**src/rtl/ycrcb_stream_pkg.sv**
```systemverilog
// Shared field layout and pairing-state encoding for the YCrCb streaming blocks.
package ycrcb_stream_pkg;

  localparam int Y_MSB  = 31;
  localparam int Y_LSB  = 24;
  localparam int CR_MSB = 23;
  localparam int CR_LSB = 16;
  localparam int CB_MSB = 15;
  localparam int CB_LSB = 8;

  localparam int OUT_Y_MSB = 15;
  localparam int OUT_Y_LSB = 8;
  localparam int OUT_C_MSB = 7;
  localparam int OUT_C_LSB = 0;

  typedef enum logic [1:0] {
    S_A    = 2'd0,
    S_B    = 2'd1,
    S_SOLO = 2'd2
  } pair_state_e;

endpackage

```
**src/rtl/chroma_avg.sv**
```systemverilog
// Average of two 8-bit chroma samples; 9-bit sum so 0xFF+0xFF cannot overflow.
module chroma_avg #(
  parameter bit ROUND = 1'b1
) (
  input  logic [7:0] a,
  input  logic [7:0] b,
  output logic [7:0] avg
);

  logic [8:0] sum;

  assign sum = {1'b0, a} + {1'b0, b} + 9'(ROUND);
  assign avg = 8'(sum >> 1);

endmodule

```
**src/rtl/ycrcb444_to_422_subsampler.sv**
```systemverilog
// Converts 4:4:4 {Y,Cr,Cb,pad} pixels into 4:2:2 {Y,C} words, averaging chroma per pixel pair.
module ycrcb444_to_422_subsampler
  import ycrcb_stream_pkg::*;
#(
  parameter int DATAIN_WIDTH  = 32,
  parameter int DATAOUT_WIDTH = 16,
  parameter bit CHROMA_ROUND  = 1'b1
) (
  input  logic                     clk,
  input  logic                     rst,
  input  logic [DATAIN_WIDTH-1:0]  datain,
  input  logic                     datain_valid,
  input  logic                     datain_last,
  output logic                     datain_ready,
  output logic [DATAOUT_WIDTH-1:0] dataout,
  output logic                     dataout_valid,
  output logic                     dataout_last,
  input  logic                     dataout_ready
);

  pair_state_e state;

  logic [7:0] ya, cra, cba;
  logic       a_last;

  logic [DATAOUT_WIDTH-1:0] hold_word;
  logic                     hold_valid;
  logic                     hold_last;

  logic [7:0] y_in, cr_in, cb_in;
  logic [7:0] cb_avg, cr_avg;
  logic       unused_pad;

  logic out_free, in_xfer, load_b, load_solo, drain;

  assign y_in       = datain[Y_MSB:Y_LSB];
  assign cr_in      = datain[CR_MSB:CR_LSB];
  assign cb_in      = datain[CB_MSB:CB_LSB];
  assign unused_pad = ^datain[CB_LSB-1:0];

  chroma_avg #(.ROUND(CHROMA_ROUND)) u_cb_avg (
    .a   (cba),
    .b   (cb_in),
    .avg (cb_avg)
  );

  chroma_avg #(.ROUND(CHROMA_ROUND)) u_cr_avg (
    .a   (cra),
    .b   (cr_in),
    .avg (cr_avg)
  );

  assign out_free = !dataout_valid || dataout_ready;

  // B is only taken when both its words have somewhere to go this cycle.
  always_comb begin
    datain_ready = 1'b0;
    if (!rst) begin
      case (state)
        S_A:     datain_ready = 1'b1;
        S_B:     datain_ready = !hold_valid && out_free;
        default: datain_ready = 1'b0;
      endcase
    end
  end

  assign in_xfer   = datain_valid && datain_ready;
  assign load_b    = (state == S_B) && in_xfer;
  assign load_solo = (state == S_SOLO) && !hold_valid && out_free;
  assign drain     = hold_valid && out_free;

  always_ff @(posedge clk) begin
    if (rst) begin
      state         <= S_A;
      ya            <= '0;
      cra           <= '0;
      cba           <= '0;
      a_last        <= 1'b0;
      hold_word     <= '0;
      hold_valid    <= 1'b0;
      hold_last     <= 1'b0;
      dataout       <= '0;
      dataout_valid <= 1'b0;
      dataout_last  <= 1'b0;
    end else begin
      case (state)
        S_A: begin
          if (in_xfer) begin
            ya     <= y_in;
            cra    <= cr_in;
            cba    <= cb_in;
            a_last <= datain_last;
            state  <= datain_last ? S_SOLO : S_B;
          end
        end
        S_B: begin
          if (load_b) begin
            hold_word  <= DATAOUT_WIDTH'({y_in, cr_avg});
            hold_valid <= 1'b1;
            hold_last  <= datain_last;
            state      <= S_A;
          end
        end
        S_SOLO: begin
          if (load_solo) state <= S_A;
        end
        default: state <= S_A;
      endcase

      // Loads need an empty hold, so they never collide with a drain.
      if (load_b) begin
        dataout       <= DATAOUT_WIDTH'({ya, cb_avg});
        dataout_valid <= 1'b1;
        dataout_last  <= 1'b0;
      end else if (load_solo) begin
        dataout       <= DATAOUT_WIDTH'({ya, cba});
        dataout_valid <= 1'b1;
        dataout_last  <= a_last;
      end else if (drain) begin
        dataout       <= hold_word;
        dataout_valid <= 1'b1;
        dataout_last  <= hold_last;
        hold_valid    <= 1'b0;
      end else if (out_free) begin
        dataout_valid <= 1'b0;
      end
    end
  end

endmodule

```
**config.mk**
```make
export PLATFORM = sky130hd
export DESIGN_NAME = ycrcb444_to_422_subsampler
export DESIGN_NICKNAME = d
export VERILOG_FILES = /design/src/rtl/ycrcb_stream_pkg.sv /design/src/rtl/chroma_avg.sv /design/src/rtl/ycrcb444_to_422_subsampler.sv
export SDC_FILE = /design/constraint.sdc
export NUM_CORES = 1
export LEC_CHECK = 0
export CAP_MARGIN = 40
export CORE_AREA = 2 2 79 81
export DETAILED_ROUTE_END_ITERATION = 8
export DIE_AREA = 0 0 81 83
export GPL_ROUTABILITY_DRIVEN = 0
export MAX_ROUTING_LAYER = met4
export PLACE_DENSITY = 0.84
export SLEW_MARGIN = 10
export SYNTH_ARGS = -nofsm -noshare
export SYNTH_HDL_FRONTEND = slang
export SYNTH_SLANG_ARGS = --single-unit
```
**constraint.sdc**
```tcl
create_clock -name clk -period 5.7 [get_ports clk]
set_input_delay 1.425 -clock clk [delete_from_list [all_inputs] [get_ports clk]]
set_output_delay 1.425 -clock clk [all_outputs]
set_load 0.05 [all_outputs]
```
==> flow_metrics.py <==
metrics = {
    "grt": {
        "grt_remaining_overflow": 0,
        "grt_max_degree": 62,
        "antenna_found_initial": 0,
        "grt_pass1_wl_um": 11100,
        "grt_usage_pct": 21.7,
        "grt_pass1_vias": 2466,
    },
    "routing": {
        "route.met2.wl_um": 3470,
        "drc": 0,
        "met1_length_um": 2970,
        "drt-total-wl_um": 6850,
        "first_pass_iters": 4,
        "drt_iter0_drc": 126,
        "wl_met3_um": 342,
        "vias_per_cell": 5.58,
        "top_layer_used": "met4",
        "vias": 2665,
        "antenna_left": 0,
        "routedWlPerCell_um": 14.3,
    },
    "synth": {
        "yosys-top-cells-area": "dfxtp_1, nand2_1, a21oi_1",
        "ys_seq_elements": 63,
        "synth.largest_area_cell": "dfxtp_1",
        "synth.most_common_cell": "nand2_1",
        "synth_edf_count": 0,
        "syn-num-nets": 411,
        "async_reset_ff_share_pct": 0,
        "synth_area_mm2": 0.00310,
        "synth_cells": 358,
        "synthFlopType": "dfxtp_1",
        "synth_top_area_share_pct": 40.6,
        "avgSynthCellArea_um2": 8.67,
        "synth_warnings": 0,
        "seq_area_frac_synth_pct": 40.6,
        "synthTopCellsByCount": "nand2_1, dfxtp_1, a21oi_1",
        "synthDistinctLibCells": 49,
    },
    "die": {
        "initial_core_util_pct": 53.4,
        "placementRows": 28,
        "io_pins": 56,
        "fp.dieH_um": 83,
        "core_mm2": 0.00582,
        "die_width_um": 81,
        "die_area_mm2": 0.00672,
    },
    "placement": {
        "place.port_buffers": 47,
        "dp_hpwl_um": 4590,
    },
    "clocking": {
        "cts_root_buf": "clkbuf_8",
        "cts_tree": "yes",
        "cts_buffers": 9,
        "insertion_delay_ns": 0.34,
        "cts.clk_slew.worst_paths_ns": 0.07,
        "clockBufferDepth": 2,
        "post_cts_resized": 0,
        "post_cts_buffers": 0,
        "cts-hold-fix-buffers": 0,
        "clock_sinks": 63,
        "htree_levels": 3,
    },
    "hold_path": {
        "hold_start": "hold_word[11]",
        "hp-class": "reg2reg",
    },
    "sta": {
        "clock_skew_ns": 0.00511,
        "finalMaxSlewViolations": 0,
        "fin_crit_sh_pct": 84.6,
        "fin_crit_ns": 4.82,
        "rsz0062_at_grt": "no",
        "finalSetupViolCount": 0,
        "finalHoldViolCount": 0,
        "tightest_slew_ns": 0.721,
        "fmax_ghz": 0.207,
        "slew_headroom_pct": 51.9,
        "fin_setup_tns_ns": 0,
    },
    "critical_path": {
        "cp.arrival_ns": 3.39,
        "crit_chain": "clkdlybuf4s50_1, nand2b_1, nand2_1, a211oi_1, clkdlybuf4s50_1",
        "crit_top_cell": "clkdlybuf4s50_1",
        "path_max_fanout": 6,
        "crit_type": "in2out",
        "crit_family": "buffers and inverters",
        "cp-start-kind": "input port",
        "crit_required_ns": 4.28,
        "critPathLaunch": "dataout_ready",
        "critPathBufInv": 2,
        "setup.worst_path.end_class": "output port",
        "r2r-start": "state[0]",
        "r2r_setup_slack_ns": 3.37,
        "cpPeakStageDelay_ns": 0.86,
        "cp_slowest_cell": "clkdlybuf4s50_1",
    },
    "layout": {
        "final_nets": 451,
        "drive_gt1_share_pct": 8.19,
        "num_antenna_cells": 0,
        "n_fill_cell": 498,
        "final_util_pct": 65.6,
        "area_delta_synth_final_pct": 22.9,
    },
    "status": {
        "outcome": "complete, no violations",
    },
    "power": {
        "p_leak_nw": 1.52,
        "powerDensity_mw_per_mm2": 280,
        "peakVddDrop_v": 0.000172,
    },
    "flow_run": {
        "maxCapViolCount": 0,
    },
}
-- layout make-up --
type	instances	area, um2	area share [%]
well taps	75	93.8	2.46
clock buffers	11	151	3.97
repair buffers	51	515	13.5
clock inverters	5	80.1	2.10
inverters	3	11.3	0.295
flip-flops and latches	63	1260	33.1
multi-input cells	270	1700	44.6
-- tightest hold or removal path, stage by stage, from the launching register on --
cell	delay [ns]
dfxtp_1	0.31
nand2_1	0.05
a21oi_1	0.05
-- report_power, final --
group	switching, mW	internal, mW	total (mW)
sequential	0.0118	0.457	0.469
clock	0.174	0.269	0.443
combinational	0.0856	0.0699	0.156
total	0.271	0.796	1.07
-- registers in the layout, summed over array words and instances, names as in the netlist --
register and count:
hold_valid 1, dataout_last 1, dataout_valid 1, a_last 1
ya 8, cba 8, cra 8, state 2
dataout 16, hold_word 16, hold_last 1
-- final timing paths --
path	end	cells past startpoint
worst max-delay path	datain_ready	5
worst min-delay path	dataout[11]	2
worst max register to register	dataout[1]	5
worst min register to register	dataout[11]	2
-- cells by family after synthesis --
| logic type | count (synthesis) | share of synthesized area [%] |
|---|---|---|
| adders and majority gates | 16 | 6.94 |
| muxes | 15 | 5.60 |
| and+or+nand+nor | 136 | 21.7 |
| DFF | 63 | 40.6 |
| buffers and inverters | 25 | 4.60 |
| xor gates and xnor gates | 9 | 2.54 |
| AOI/OAI and AO/OA | 94 | 17.9 |
-- layout by cell type (no fill, tap or decap), types with 4 or more instances in the layout --
cell type	instances
a211oi_1	6
ha_1	14
nor2_1	9
a22oi_1	8
o21ai_0	12
nand2_1	83
mux2_4	4
dfxtp_1	63
nor3_1	4
xor2_1	6
nand2b_1	4
o22ai_1	5
a21oi_1	46
a21o_1	5
clkbuf_8	11
clkdlybuf4s50_1	46
nand3b_1	17
mux2i_1	8
-- through the flow --
| step | cells | total power, mW | cell area, um2 | setup WS, ns | hold slack (ns) |
|---|---|---|---|---|---|
| after floorplan | 358 | 0.582 | 3100 | 1.30 | 0.432 |
| after global placement | 461 | 0.626 | 3550 | 0.969 | 0.441 |
| after detailed placement | 462 | 0.632 | 3580 | 0.864 | 0.447 |
| after CTS | 478 | 1.07 | 3810 | 0.865 | 0.456 |
| after global routing | 478 | 1.11 | 3810 | 0.780 | 0.481 |
| final | 478 | 1.07 | 3810 | 0.881 | 0.453 |
-- per-layer routing --
layer / vias to the layer above / global-route usage [%]
met5: - / -
met4: 0 / 6.78
met3: 7 / 6.74
met2: 67 / 36.0
met1: 1259 / 24.6
li1: 1332 / -
(Power assumes the default switching activity.)
